<file path="config.mk">
export PLATFORM = sky130hd
export DESIGN_NAME = serial_subtractor_flat
export DESIGN_NICKNAME = d
export VERILOG_FILES = /design/src/rtl/serial_subtractor_pkg.sv /design/src/rtl/serial_subtractor_if.sv /design/src/rtl/serial_subtractor_fs_slice.sv /design/src/rtl/serial_subtractor.sv /design/src/flat_wrapper.sv
export SDC_FILE = /design/constraint.sdc
export NUM_CORES = 1
export LEC_CHECK = 0
export BUFFER_PORTS_ARGS = -buffer_cell sky130_fd_sc_hd__buf_2
export CELL_PAD_IN_SITES_DETAIL_PLACEMENT = 1
export CELL_PAD_IN_SITES_GLOBAL_PLACEMENT = 1
export CORE_UTILIZATION = 36
export DETAILED_ROUTE_END_ITERATION = 8
export PLACE_DENSITY = 0.84
export SLEW_MARGIN = 20
export SYNTH_ARGS = -nofsm -noshare
export SYNTH_HDL_FRONTEND = slang
export SYNTH_SLANG_ARGS = --single-unit
</file>
<file path="constraint.sdc">
create_clock -name clk -period 1.54 [get_ports clk]
set_input_delay 0.231 -clock clk [delete_from_list [all_inputs] [get_ports clk]]
set_output_delay 0.231 -clock clk [all_outputs]
set_load 0.02 [all_outputs]
</file>
<file path="src/rtl/serial_subtractor_pkg.sv">
// Shared types and sizing helpers for the digit-serial subtractor.
package serial_subtractor_pkg;

    typedef enum logic [1:0] {
        ST_IDLE = 2'd0,
        ST_RUN  = 2'd1,
        ST_DONE = 2'd2
    } state_e;

    function automatic int steps_f(input int width, input int digit);
        return width / digit;
    endfunction

    // Counter must be at least one bit wide even for a single-step configuration.
    function automatic int cnt_width_f(input int steps);
        if (steps <= 1) begin
            return 1;
        end else begin
            return $clog2(steps);
        end
    endfunction

endpackage

</file>
<file path="src/rtl/serial_subtractor_if.sv">
// Operand/result handshake bundle between a requester and the serial subtractor.
interface serial_subtractor_if
    import serial_subtractor_pkg::*;
#(
    parameter int WIDTH = 8
);
    logic             start;
    logic [WIDTH-1:0] a;
    logic [WIDTH-1:0] b;
    logic             bin;
    logic             busy;
    logic             done;
    logic [WIDTH-1:0] diff;
    logic             bout;
    logic             ovf;

    modport master (
        output start, a, b, bin,
        input  busy, done, diff, bout, ovf
    );

    modport slave (
        input  start, a, b, bin,
        output busy, done, diff, bout, ovf
    );
endinterface

</file>
<file path="src/rtl/serial_subtractor_fs_slice.sv">
// Combinational DIGIT-bit ripple of 1-bit full subtractors: d = a - b - bin.
module fs_slice
    import serial_subtractor_pkg::*;
#(
    parameter int DIGIT = 1
)(
    input  logic [DIGIT-1:0] a_i,
    input  logic [DIGIT-1:0] b_i,
    input  logic             bin_i,
    output logic [DIGIT-1:0] d_o,
    output logic             bout_o
);

    logic [DIGIT:0] borrow_s;

    assign borrow_s[0] = bin_i;

    genvar gi;
    generate
        for (gi = 0; gi < DIGIT; gi++) begin : g_cell
            assign d_o[gi]         = a_i[gi] ^ b_i[gi] ^ borrow_s[gi];
            assign borrow_s[gi+1]  = (~a_i[gi] & b_i[gi]) | (~a_i[gi] & borrow_s[gi]) | (b_i[gi] & borrow_s[gi]);
        end
    endgenerate

    assign bout_o = borrow_s[DIGIT];

endmodule

</file>
<file path="src/rtl/serial_subtractor.sv">
// Multi-cycle subtractor: DIGIT bits per clock, borrow carried between cycles, start/busy/done handshake.
module serial_subtractor
    import serial_subtractor_pkg::*;
#(
    parameter int WIDTH = 8,
    parameter int DIGIT = 1
)(
    input  logic                 clk,
    input  logic                 rst_n,
    serial_subtractor_if.slave   bus
);

    generate
        if (WIDTH < 1 || DIGIT < 1 || (WIDTH % DIGIT) != 0) begin : g_param_check
            $fatal(1, "serial_subtractor: DIGIT must be >= 1 and divide WIDTH exactly");
        end
    endgenerate

    localparam int             STEPS    = steps_f(WIDTH, DIGIT);
    localparam int             CW       = cnt_width_f(STEPS);
    localparam logic [CW-1:0]  CNT_LAST = CW'(STEPS - 1);
    localparam logic [CW-1:0]  CNT_ONE  = CW'(1);

    state_e           state_q;
    logic [WIDTH-1:0] op_a_q;
    logic [WIDTH-1:0] op_b_q;
    logic [WIDTH-1:0] partial_q;
    logic             borrow_q;
    logic [CW-1:0]    cnt_q;
    logic             a_msb_q;
    logic             b_msb_q;
    logic             busy_q;
    logic             done_q;
    logic [WIDTH-1:0] diff_q;
    logic             bout_q;
    logic             ovf_q;

    logic [DIGIT-1:0]       slice_d_s;
    logic                   slice_bo_s;
    logic [WIDTH+DIGIT-1:0] partial_wide_s;
    logic [WIDTH-1:0]       partial_d;
    logic [WIDTH-1:0]       op_a_d;
    logic [WIDTH-1:0]       op_b_d;

    fs_slice #(
        .DIGIT (DIGIT)
    ) u_slice (
        .a_i    (op_a_q[DIGIT-1:0]),
        .b_i    (op_b_q[DIGIT-1:0]),
        .bin_i  (borrow_q),
        .d_o    (slice_d_s),
        .bout_o (slice_bo_s)
    );

    // New result digits enter at the MSB end so the finished word lands aligned after STEPS shifts.
    assign partial_wide_s = {slice_d_s, partial_q};
    assign partial_d      = partial_wide_s[WIDTH+DIGIT-1:DIGIT];
    assign op_a_d         = op_a_q >> DIGIT;
    assign op_b_d         = op_b_q >> DIGIT;

    // Control FSM and datapath registers, including the registered result outputs.
    always_ff @(posedge clk) begin
        if (!rst_n) begin
            state_q   <= ST_IDLE;
            op_a_q    <= '0;
            op_b_q    <= '0;
            partial_q <= '0;
            borrow_q  <= 1'b0;
            cnt_q     <= '0;
            a_msb_q   <= 1'b0;
            b_msb_q   <= 1'b0;
            busy_q    <= 1'b0;
            done_q    <= 1'b0;
            diff_q    <= '0;
            bout_q    <= 1'b0;
            ovf_q     <= 1'b0;
        end else begin
            case (state_q)
                ST_IDLE, ST_DONE: begin
                    if (bus.start) begin
                        op_a_q    <= bus.a;
                        op_b_q    <= bus.b;
                        borrow_q  <= bus.bin;
                        a_msb_q   <= bus.a[WIDTH-1];
                        b_msb_q   <= bus.b[WIDTH-1];
                        partial_q <= '0;
                        cnt_q     <= '0;
                        state_q   <= ST_RUN;
                        busy_q    <= 1'b1;
                        done_q    <= 1'b0;
                    end else begin
                        state_q   <= ST_IDLE;
                        busy_q    <= 1'b0;
                        done_q    <= 1'b0;
                    end
                end
                ST_RUN: begin
                    op_a_q    <= op_a_d;
                    op_b_q    <= op_b_d;
                    partial_q <= partial_d;
                    borrow_q  <= slice_bo_s;
                    cnt_q     <= cnt_q + CNT_ONE;
                    if (cnt_q == CNT_LAST) begin
                        diff_q  <= partial_d;
                        bout_q  <= slice_bo_s;
                        ovf_q   <= (a_msb_q != b_msb_q) && (partial_d[WIDTH-1] != a_msb_q);
                        state_q <= ST_DONE;
                        busy_q  <= 1'b0;
                        done_q  <= 1'b1;
                    end else begin
                        state_q <= ST_RUN;
                        busy_q  <= 1'b1;
                        done_q  <= 1'b0;
                    end
                end
                default: begin
                    state_q <= ST_IDLE;
                    busy_q  <= 1'b0;
                    done_q  <= 1'b0;
                end
            endcase
        end
    end

    assign bus.busy = busy_q;
    assign bus.done = done_q;
    assign bus.diff = diff_q;
    assign bus.bout = bout_q;
    assign bus.ovf  = ovf_q;

endmodule

</file>
<file path="src/flat_wrapper.sv">
// flat-port wrapper written by rule: the top's interface ports become plain ports
module serial_subtractor_flat import serial_subtractor_pkg::*;
#(
    parameter int WIDTH = 8,
    parameter int DIGIT = 1
)
  (clk, rst_n, bus_start, bus_a, bus_b, bus_bin, bus_busy, bus_done, bus_diff, bus_bout, bus_ovf);
  serial_subtractor_if #(.WIDTH(WIDTH)) bus_i ();
  input  logic clk;
  input  logic rst_n;
  input wire logic [$bits(bus_i.start)-1:0] bus_start;
  input wire logic [$bits(bus_i.a)-1:0] bus_a;
  input wire logic [$bits(bus_i.b)-1:0] bus_b;
  input wire logic [$bits(bus_i.bin)-1:0] bus_bin;
  output wire logic [$bits(bus_i.busy)-1:0] bus_busy;
  output wire logic [$bits(bus_i.done)-1:0] bus_done;
  output wire logic [$bits(bus_i.diff)-1:0] bus_diff;
  output wire logic [$bits(bus_i.bout)-1:0] bus_bout;
  output wire logic [$bits(bus_i.ovf)-1:0] bus_ovf;
  assign bus_i.start = bus_start;
  assign bus_i.a = bus_a;
  assign bus_i.b = bus_b;
  assign bus_i.bin = bus_bin;
  assign bus_busy = bus_i.busy;
  assign bus_done = bus_i.done;
  assign bus_diff = bus_i.diff;
  assign bus_bout = bus_i.bout;
  assign bus_ovf = bus_i.ovf;
  serial_subtractor #(.WIDTH(WIDTH), .DIGIT(DIGIT)) u_core (.clk(clk), .rst_n(rst_n), .bus(bus_i));
endmodule
</file>
==> results of run 1 <==
[power groups by stage]
stage | registers [mW] | clock network [mW] | logic, mW
floorplan | 1.19 | 0 | 0.181
global placement | 1.19 | 0 | 0.248
detailed placement | 1.19 | 0 | 0.256
CTS | 1.17 | 0.740 | 0.266
global route | 1.18 | 0.798 | 0.301
finish | 1.17 | 0.715 | 0.265
[layout by cell type (no fill, tap or decap)]
cell type	synthesis	layout
a21boi_0	9	9
a21boi_1	13	13
a2bb2oi_1	1	1
a31oi_1	15	15
and2_1	3	3
and3_1	1	1
and3b_2	0	1
buf_12	0	2
buf_2	3	31
buf_4	5	5
clkbuf_1	5	1
clkbuf_8	0	6
clkinv_2	0	1
dfxtp_1	42	40
dfxtp_2	0	2
fa_1	1	1
ha_1	2	2
inv_1	2	2
nand2_1	58	58
nand2b_1	1	1
nand2b_4	1	1
nand3_1	12	12
nand3b_1	2	2
nor2_1	1	1
nor2b_1	2	2
o211a_1	1	1
o21a_1	1	1
o21ai_0	16	16
or3b_4	0	1
[routing by layer]
metal | track usage | up-vias | share of wire
met5 | 0 | - | 0
met1 | 0.182 | 698 | 0.48
li1 | - | 741 | -
met2 | 0.279 | 30 | 0.48
met4 | 0.0458 | 0 | 0.0069
met3 | 0.0380 | 4 | 0.035
[final timing paths]
| kind | startpoint | to | slack [ns] |
|---|---|---|---|
| worst max-delay path | u_core.op_b_q[0] | u_core.bus.ovf | 0.08 |
| worst max register to register | u_core.op_b_q[0] | u_core.bus.ovf | 0.08 |
| worst min-delay path | bus_b[0] | u_core.op_b_q[0] | 0.20 |
| worst min register to register | u_core.bus.diff[5] | u_core.bus.diff[5] | 0.45 |
[cell families after synthesis]
logic type      Yosys count  share of synthesized area
compound gates           56                      0.209
flops                    42                      0.481
fa+ha+maj                 3                     0.0258
simple gates             83                      0.213
buf+inv                  19                     0.0709
[sequential cells by signal, summed over array words and instances (netlist names)]
name / flops
u_core.bus.diff: 8
u_core.op_a_q: 8
u_core.op_b_q: 8
u_core.partial_q: 7
u_core.cnt_q: 3
u_core.state_q: 2
u_core.a_msb_q: 1
u_core.b_msb_q: 1
u_core.borrow_q: 1
u_core.bus.bout: 1
u_core.bus.done: 1
u_core.bus.ovf: 1
[final cells by class]
class,instances,area (sq um),area share
clock buffer,7,86.3,0.0426
tap,52,65.1,0.0321
timing repair buffer,38,233,0.115
multi-input combinational,142,786,0.388
clock inverter,1,5.00,0.00247
inverter,2,7.51,0.00371
sequential,42,843,0.416
[metrics by stage]
step                cells  hold slack [ns]  area [sq um]
global route          284            0.197          2030
CTS                   284            0.194          2020
detailed placement    275            0.444          1920
finish                284            0.199          2030
global placement      275            0.440          1920
floorplan             203            0.369          1750
[worst min-delay path: stages]
cell     delay (ns)
buf_2          0.09
nand2_1        0.05
a31oi_1        0.07
[timing repair]
item	in CTS	in global routing
setup endpoints to repair	1	10
pin swaps	1	2
hold endpoints to repair	0	0
buffers inserted	1	0
resized for setup	0	4
==> impl_results.md, run 1 <==
* Cell Int Power at between 1.5 and 2 mW
* Vias at between 1000 and 1500
* Hold buffer count at cts at 0
* Sequential share of power at 0.544
* Die area at just over 0.005 sq mm
* Leak at around 0.82 nW
* Startpoint Class: flop
* DPL Wire Length at about 2.4 mm
* Sequential share of the synthesized area at 0.481
* CP Depth at 4
* Yosys Warn Count at 0
* Crit path max fanout at 2
* Util after Layout at 0.450
* Synth Register Bits at between 40 and 50
* Antenna violations before repair at 0
* Detailed Route WL at approximately 3.6 mm
* Die W at ~72 microns
* Slew margin rel. at 0.674
* Drt pass-1 iters at 2
* Core area at 0.00450 sq mm
* Mapped cell area at between 0.0015 and 0.002 sq mm
* Setup ws final at around 0.08 ns
* Slew Limit Fails at 0
* Root buffer cell: clkbuf_8
* IO Pins at 32
* Hold Path Depth at 3
* WP data required at approximately 1.8 ns
* Congestion Overflow GR at 0
* Number of DRC markers in iteration 0 at between 60 and 70
* Residual DRC at 0
* RSZ-0062 raised after global routing: no
* Mapped Cells at about 200
* Crit end category: flop
* Setup TNS at 0 ns
* H-tree depth at 2
* Max Fclk at 685 MHz
* Sw Share at 0.245
* Crit path time final at about 1.5 ns
* Power Total at around 2.1 mW
* Post-synth top area cell: dfxtp_1
* Status: completed
* Row count at 24
* Buffers on Ports at 31
* Clk sinks at 42
* Most frequent cell after synthesis: nand2_1
* EDFF count, synth at 0
* Largest net degree at the start of global routing at 43
* Finish-stage setup viols at 0
* Synth cell count leaders: 58 x nand2_1, 42 x dfxtp_1, 16 x o21ai_0
* Min-delay worst type: in -> reg
* Max-Cap Viols at 0
* Syn Nets at 226
* Yosys top cell area share at 0.481
* CTS buffer count at 5
* Top FF cell, synth: dfxtp_1
* Final net count at ~250
* Clock transition at the registers of the reported paths at approximately 0.08 ns
* Combinational power share at 0.123
* Max Root-Sink Buffers at 2
* Post-place setup slack at 0.00918 ns
* Worst setup path class: reg -> reg
* Vias in the first global route at 1409
* Fill cell count at approximately 570
* Ys async rst share at 0
* Crit path buf inv count at 1
* Post-Route Skew at between 0.003 and 0.004 ns
* Layout cells sized above 1 at 0.216
* Hold Vio Cnt, Final at 0
* Overall Global Routing Usage at 0.155
* Actual slew at the worst max-slew pin at 0.488 ns
* Critical Path AT at 1.68 ns
* CP max stage delay at ~0.48 ns
* Drt via density at ~5.2
* Clock share of power at 0.333
* Worst-case reg-to-reg path depth at 4
* Syn avg cell area at roughly 8.6 sq um
* Layout area overhead at 16.0%
* GPL Wtd Cong at 0.687
* Cell variety after synth at 26
* Peak VDD IR at between 0.0006 and 0.0007 V
* Ranking of synthesized cells by area: dfxtp_1 48%, nand2_1 12%, a21boi_1 5.6%, a31oi_1 5.4%, o21ai_0 4.6%
* First-pass GRT wire length at around 6.3 mm
* Crit path cell chain: inv_1, fa_1, or3b_4, a31oi_1
* Die Ht at approximately 72 microns
* Crit-path slowest cell: fa_1
* Worst skew pair latency at 0.28 ns
* CTS tree: built
* Antenna Nets Post-Route at 0
* Tcrit/Tclk final at 0.948
* Pwr dens at 1060 mW/mm^2
* Switching Power at ~0.53 mW
* ANT cells at 0
* Delay-heaviest family, CP: adder cells
* Wirelength per Cell at about 13 microns
* Starting Density at 0.388
Power figures use the tool's default switching activity.
==> run 2: changes to the inputs <==
- REMOVE_ABC_BUFFERS: unset -> 1
==> run 2 against run 1 <==
Against the previous run: via count fell by 2.1%; clock skew about the same; non-clock buffer count is 2 higher; combinational power down 2%; global-route usage up 0.38 points; sequential share of layout area grew 0.39 points; setup slack lost 0.011 ns; die area unchanged; routed wire length rose by 2.2%; flip-flop and latch count did not move; sequential power hardly changed; count of clock-buffer cells in the layout down 1; largest cell class unchanged.
==> impl_results.md, run 2 (same netlist as run 1, synthesis figures left out) <==
* Hold Path Depth at 3
* DPL Wire Length at 2.61 mm
* Hold Path End: u_core.op_a_q[2]
* Final net count at between 200 and 300
* Actual slew at the worst max-slew pin at 0.328 ns
* Min-delay worst type: in -> reg
* Crit path time final at roughly 1.5 ns
* WP data required at between 1.5 and 2 ns
* Slew margin rel. at 0.781
* Crit path cell chain: inv_1, fa_1, or3b_4, a31oi_1
* CTS buffer count at 5
* GPL Wtd Cong at ~0.73
* Cell Int Power at between 1.5 and 2 mW
* Slew Limit Fails at 0
* Row count at 24
* Buffers on Ports at 31
* Finish-stage setup viols at 0
* Most frequent cells in the layout: 58 x nand2_1, 40 x dfxtp_1, 31 x buf_2
* Max Fclk at between 600 and 700 MHz
* CTS tree: built
* Residual DRC at 0
* Peak VDD IR at ~0.00063 V
* Max-Cap Viols at 0
* Vias in the first global route at 1432
* Crit path buf inv count at 1
* Delay-heaviest family, CP: adder cells
* Congestion Overflow GR at 0
* Worst r2r src: u_core.borrow_q
* Pwr dens at around 1100 mW/mm^2
* Post-place setup slack at -0.0450 ns
* Startpoint Class: flop
* Core area at between 0.004 and 0.005 sq mm
* Crit-path slowest cell: fa_1
* CP max stage delay at about 0.47 ns
* Reg2reg end: u_core.bus.ovf
* Antenna violations before repair at 0
* Die area at 0.00513 sq mm
* Drt pass-1 iters at 4
* Detailed Route WL at between 3 and 4 mm
* Layout cells sized above 1 at 0.220
* ANT cells at 0
* Overall Global Routing Usage at 0.159
* Largest net degree at the start of global routing at 31
* Crit end category: flop
* Switching Power at 0.527 mW
* Commonest non-fill, non-tap cell in the layout: nand2_1
* Status: completed
* RSZ-0062 raised after global routing: no
* Crit path max fanout at 2
* Combinational power share at 0.122
* First-pass GRT wire length at about 6.4 mm
* Worst hold start: bus_a[2]
* Worst-case reg-to-reg path depth at 4
* Clock share of power at 0.329
* H-tree depth at 2
* Layout area overhead at 14.9%
* Worst skew pair latency at between 0.2 and 0.3 ns
* Hold buffer count at cts at 0
* IO Pins at 32
* Post-Route Skew at approximately 0.0042 ns
* Starting Density at 0.388
* Sequential share of power at 0.549
* Tcrit/Tclk final at 0.955
* Root buffer cell: clkbuf_8
* Antenna Nets Post-Route at 0
* Number of DRC markers in iteration 0 at between 40 and 50
* Setup ws final at 0.0693 ns
* Clk sinks at 42
* Setup TNS at 0 ns
* Wirelength per Cell at between 10 and 15 microns
* Critical Path AT at around 1.7 ns
* Hold Vio Cnt, Final at 0
* Sw Share at 0.247
* Die Ht at 71.7 microns
* Drt via density at 5.08
* Max Root-Sink Buffers at 2
* Clock transition at the registers of the reported paths at approximately 0.070 ns
* Leak at roughly 0.8 nW
* Die W at approximately 72 microns
* Vias at between 1000 and 1500
* Worst setup path class: reg -> reg
* Reg2reg setup slack at just under 0.07 ns
==> run 2: cell types whose count changed in the layout (fill, tap and decap cells not counted), sizes merged <==
cell / previous run / this run
clkinv: 1 / 0
clkbuf: 7 / 6
buf: 38 / 40
==> run 2: worst reg2reg max path: cells and delay by family, from the launching register on <==
family / cells / cell delay, ns
compound gates: 1 / 0.18
buf+inv: 1 / 0.05
simple gates: 1 / 0.38
fa+ha+maj: 1 / 0.47
flops: 1 / 0.33
==> run 2: metrics by stage <==
step / util / total power [mW] / cells / hold WS, ns / cell area, sq um
3_5_place_dp: 0.424 / 1.44 / 277 / 0.444 / 1910
2_1_floorplan: - / 1.33 / 186 / 0.349 / 1630
6_report: 0.446 / 2.13 / 284 / 0.190 / 2010
3_3_place_gp: 0.424 / 1.43 / 277 / 0.438 / 1910
5_1_grt: 0.446 / 2.24 / 284 / 0.196 / 2010
4_1_cts: 0.446 / 2.15 / 284 / 0.185 / 2010
==> run 2: per-layer routing <==
layer / routed length (microns) / track usage / vias to the layer above
li1: - / - / 741
met1: 1700 / 0.183 / 665
met2: 1790 / 0.284 / 28
met3: 121 / 0.0380 / 8
met4: 63 / 0.0588 / 0
met5: 0 / 0 / -
==> run 2: how the worst max path moves through the flow <==
| stage | from | cells after the start | slack, ns | to |
|---|---|---|---|---|
| final | u_core.borrow_q | 4 | 0.07 | u_core.bus.ovf |
| after global routing | u_core.cnt_q[0] | 5 | 0.004 | u_core.bus.ovf |
| after CTS | u_core.borrow_q | 4 | 0.07 | u_core.bus.ovf |
| after detailed placement | u_core.op_b_q[0] | 4 | -0.05 | u_core.bus.ovf |
| after global placement | u_core.op_b_q[0] | 4 | 0.06 | u_core.bus.ovf |
| after floorplan | u_core.state_q[0] | 3 | -0.20 | u_core.cnt_q[0] |
==> run 2: layout make-up <==
class / count / area (sq um)
Sequential cell: 42 / 843
Timing Repair Buffer: 40 / 223
Clock buffer: 6 / 82.6
Multi-Input combinational cell: 142 / 786
Tap cell: 52 / 65.1
Inverter: 2 / 7.51
Fill cell: 558 / 2500
==> run 2: power by group through the flow <==
| stage | combinational [mW] | clock, mW | sequential, mW |
|---|---|---|---|
| after floorplan | 0.141 | 0 | 1.19 |
| after global placement | 0.243 | 0 | 1.19 |
| after detailed placement | 0.251 | 0 | 1.19 |
| after CTS | 0.263 | 0.720 | 1.17 |
| after global routing | 0.295 | 0.768 | 1.18 |
| final | 0.260 | 0.700 | 1.17 |
==> run 2: repair_timing <==
item,in CTS,in global routing
buffers inserted,1,0
resized for setup,4,0
endpoints found under the setup margin,1,0
==> run 3: changes to the inputs <==
- ABC_AREA: unset -> 1
- CORE_UTILIZATION: 36 -> 35
- PLACE_DENSITY: 0.84 -> 0.85
==> run 3 against run 2 <==
Against the previous run: power increased by 21%; count of clock-buffer cells in the layout did not move; highest routed layer unchanged; final cell count increased by 21%; register-to-register slack improved by 0.09 ns; clock power grew 53%; sequential power hardly changed; synthesized cell count grew 19%; core utilization is 0.69 points higher; routed wire length grew 15%; flip-flop and latch count is the same.
==> impl_results.md, run 3 <==
* Critical Path AT at around 1.6 ns
* M1 WL at a little over 2 mm
* Number of DRC markers in iteration 0 at 46
* WL met3 at approximately 130 microns
* Largest net degree at the start of global routing at 39
* Sequential share of the synthesized area at 0.472
* RSZ-0062 raised after global routing: no
* Peak VDD IR at 0.000390 V
* WP data required at ~1.7 ns
* Top FF cell, synth: dfxtp_1
* Ranking of synthesized cells by area: dfxtp_1 47%, nand3_1 13%, nand2_1 9.9%, a21oi_1 6.5%, inv_1 5.5%
* Post-Route Skew at 0.00642 ns
* Reg2reg setup slack at ~0.16 ns
* Clk sinks at 42
* Pwr dens at around 1200 mW/mm^2
* Buffers on Ports at 31
* Fill cell count at roughly 640
* Post-synth top area cell: dfxtp_1
* Residual DRC at 0
* Crit path max fanout at 3
* Finish-stage setup viols at 0
* Overall Global Routing Usage at 0.168
* Most frequent cell after synthesis: nand2_1
* Die area at 0.00538 sq mm
* Synth cell count leaders: 47 x nand2_1, 45 x nand3_1, 42 x dfxtp_1
* Core area at 0.00482 sq mm
* Max Fclk at ~720 MHz
* Die Ht at about 73 microns
* H-tree depth at 2
* Congestion Overflow GR at 0
* Worst skew pair latency at 0.29 ns
* Worst r2r src: u_core.op_a_q[0]
* Max-Cap Viols at 0
* Placed insts at approximately 330
* Root buffer cell: clkbuf_8
* Sw Share at 0.236
* Worst setup path class: reg -> reg
* Mapped cell area at roughly 0.0018 sq mm
* Die W at between 70 and 80 microns
* Startpoint Class: flop
* Final net count at roughly 300
* Util after Layout at 0.452
* Met2 WL post-DR at roughly 2 mm
* Hold Path Depth at 3
* Hold buffer count at cts at 0
* Crit end category: flop
* Mapped Cells at around 240
* GPL Wtd Cong at around 0.75
* EDFF count, synth at 0
* Detailed Route WL at around 4.2 mm
* Status: completed
* Post-cts repair resize count at 0
* Hold Vio Cnt, Final at 0
* Hold Path End: u_core.op_a_q[6]
* Vias at 1633
* Reg2reg end: u_core.bus.ovf
* CTS tree: built
* Final instance count without filler cells at around 340
* Yosys Warn Count at 0
* Leak at approximately 0.96 nW
* First-pass GRT wire length at between 6 and 7 mm
* Cell variety after synth at 20
* Switching Power at between 0.6 and 0.7 mW
* DP Area at approximately 0.0020 sq mm
* Commonest non-fill, non-tap cell in the layout: nand2_1
* Vias in the first global route at around 1500
* Yosys top cell area share at 0.472
* DPL Wire Length at between 2 and 3 mm
* Layout cells sized above 1 at 0.199
* Sequential share of power at 0.454
* Antenna Nets Post-Route at 0
* Cell Int Power at between 1.5 and 2 mW
* Slew Limit Fails at 0
* Crit path time final at 1.38 ns
* Final non-filler cell area at 0.00218 sq mm
* Antenna violations before repair at 0
* Most frequent cells in the layout: 47 x nand2_1, 44 x nand3_1, 42 x dfxtp_1
* Tcrit/Tclk final at 0.899
* Worst-case reg-to-reg path depth at 6
* Drt via density at around 4.8
* Clock transition at the registers of the reported paths at about 0.080 ns
* Drt pass-1 iters at 4
* Actual slew at the worst max-slew pin at between 0.2 and 0.3 ns
* Starting Density at 0.370
* Highest metal used: met4
* IO Pins at 32
* Slew margin rel. at 0.813
* Synth Register Bits at between 40 and 50
* Syn avg cell area at roughly 7.4 sq um
* Layout area overhead at 22.2%
* Clock share of power at 0.415
* Setup TNS at 0 ns
* Ys async rst share at 0
* ANT cells at 0
* CTS buffer count at 5
* Post CTS Setup Buffer Count at 0
* Min-delay worst type: in -> reg
* Row count at 25
* Combinational power share at 0.130
* Power Total at approximately 2.6 mW
* Wirelength per Cell at roughly 12 microns
* Max Root-Sink Buffers at 2
* Worst hold start: bus_a[6]
[run 3: how the worst max path moves through the flow]
stage                startpoint              end  slack, ns  cells past startpoint
2_1_floorplan   u_core.cnt_q[0]  u_core.bus.bout       0.04                      6
3_3_place_gp    u_core.cnt_q[0]  u_core.bus.bout       0.13                      6
3_5_place_dp    u_core.cnt_q[0]  u_core.bus.bout       0.06                      6
4_1_cts         u_core.cnt_q[0]  u_core.bus.bout       0.03                      6
5_1_grt         u_core.cnt_q[0]  u_core.bus.bout       0.05                      6
6_report       u_core.op_a_q[0]   u_core.bus.ovf       0.16                      6
[run 3: area by class of cell]
type	instances	area [sq um]	share of cell area
Clock buffer	6	82.6	0.0379
Timing Repair Buffer	40	248	0.114
Tap cell	67	83.8	0.0385
Clock inverter	2	60.1	0.0276
Sequential cell	42	841	0.386
Multi-Input combinational cell	157	751	0.344
Inverter	28	109	0.0499
Timing Repair inverter	1	5.00	0.00230
[run 3: cells by family (layout without fill, tap and decap cells)]
kind of cell    after synthesis  after routing  share of synthesized area
simple gates                128            128                      0.320
flops                        42             42                      0.472
buf+inv                      43             77                      0.110
compound gates               26             26                     0.0730
fa+ha+maj                     3              3                     0.0253
[run 3: metrics by stage]
step                      hold slack (ns)  setup WS (ns)
final                               0.172          0.156
after global routing                0.171         0.0483
after CTS                           0.165         0.0279
after detailed placement            0.456         0.0636
after global placement              0.441          0.130
after floorplan                     0.356         0.0384
[run 3: worst max-delay path, stage by stage (launching register included)]
cell and delay, ns:
dfxtp_1 0.34, fa_1 0.61, inv_1 0.08, nand2_1 0.07, nand3_1 0.09, nand2_1 0.07, inv_1 0.03
[run 3: power by group through the flow]
stage / registers (mW) / clock network, mW / logic [mW]
final: 1.17 / 1.07 / 0.335
after global routing: 1.18 / 1.14 / 0.381
after CTS: 1.17 / 1.10 / 0.339
after detailed placement: 1.19 / 0 / 0.336
after global placement: 1.19 / 0 / 0.328
after floorplan: 1.19 / 0 / 0.204
[run 3: routing by layer]
metal | global-route usage | vias to the layer above
met1 | 0.210 | 760
li1 | - | 837
met3 | 0.0466 | 8
met5 | 0 | -
met2 | 0.275 | 28
met4 | 0.0662 | 0
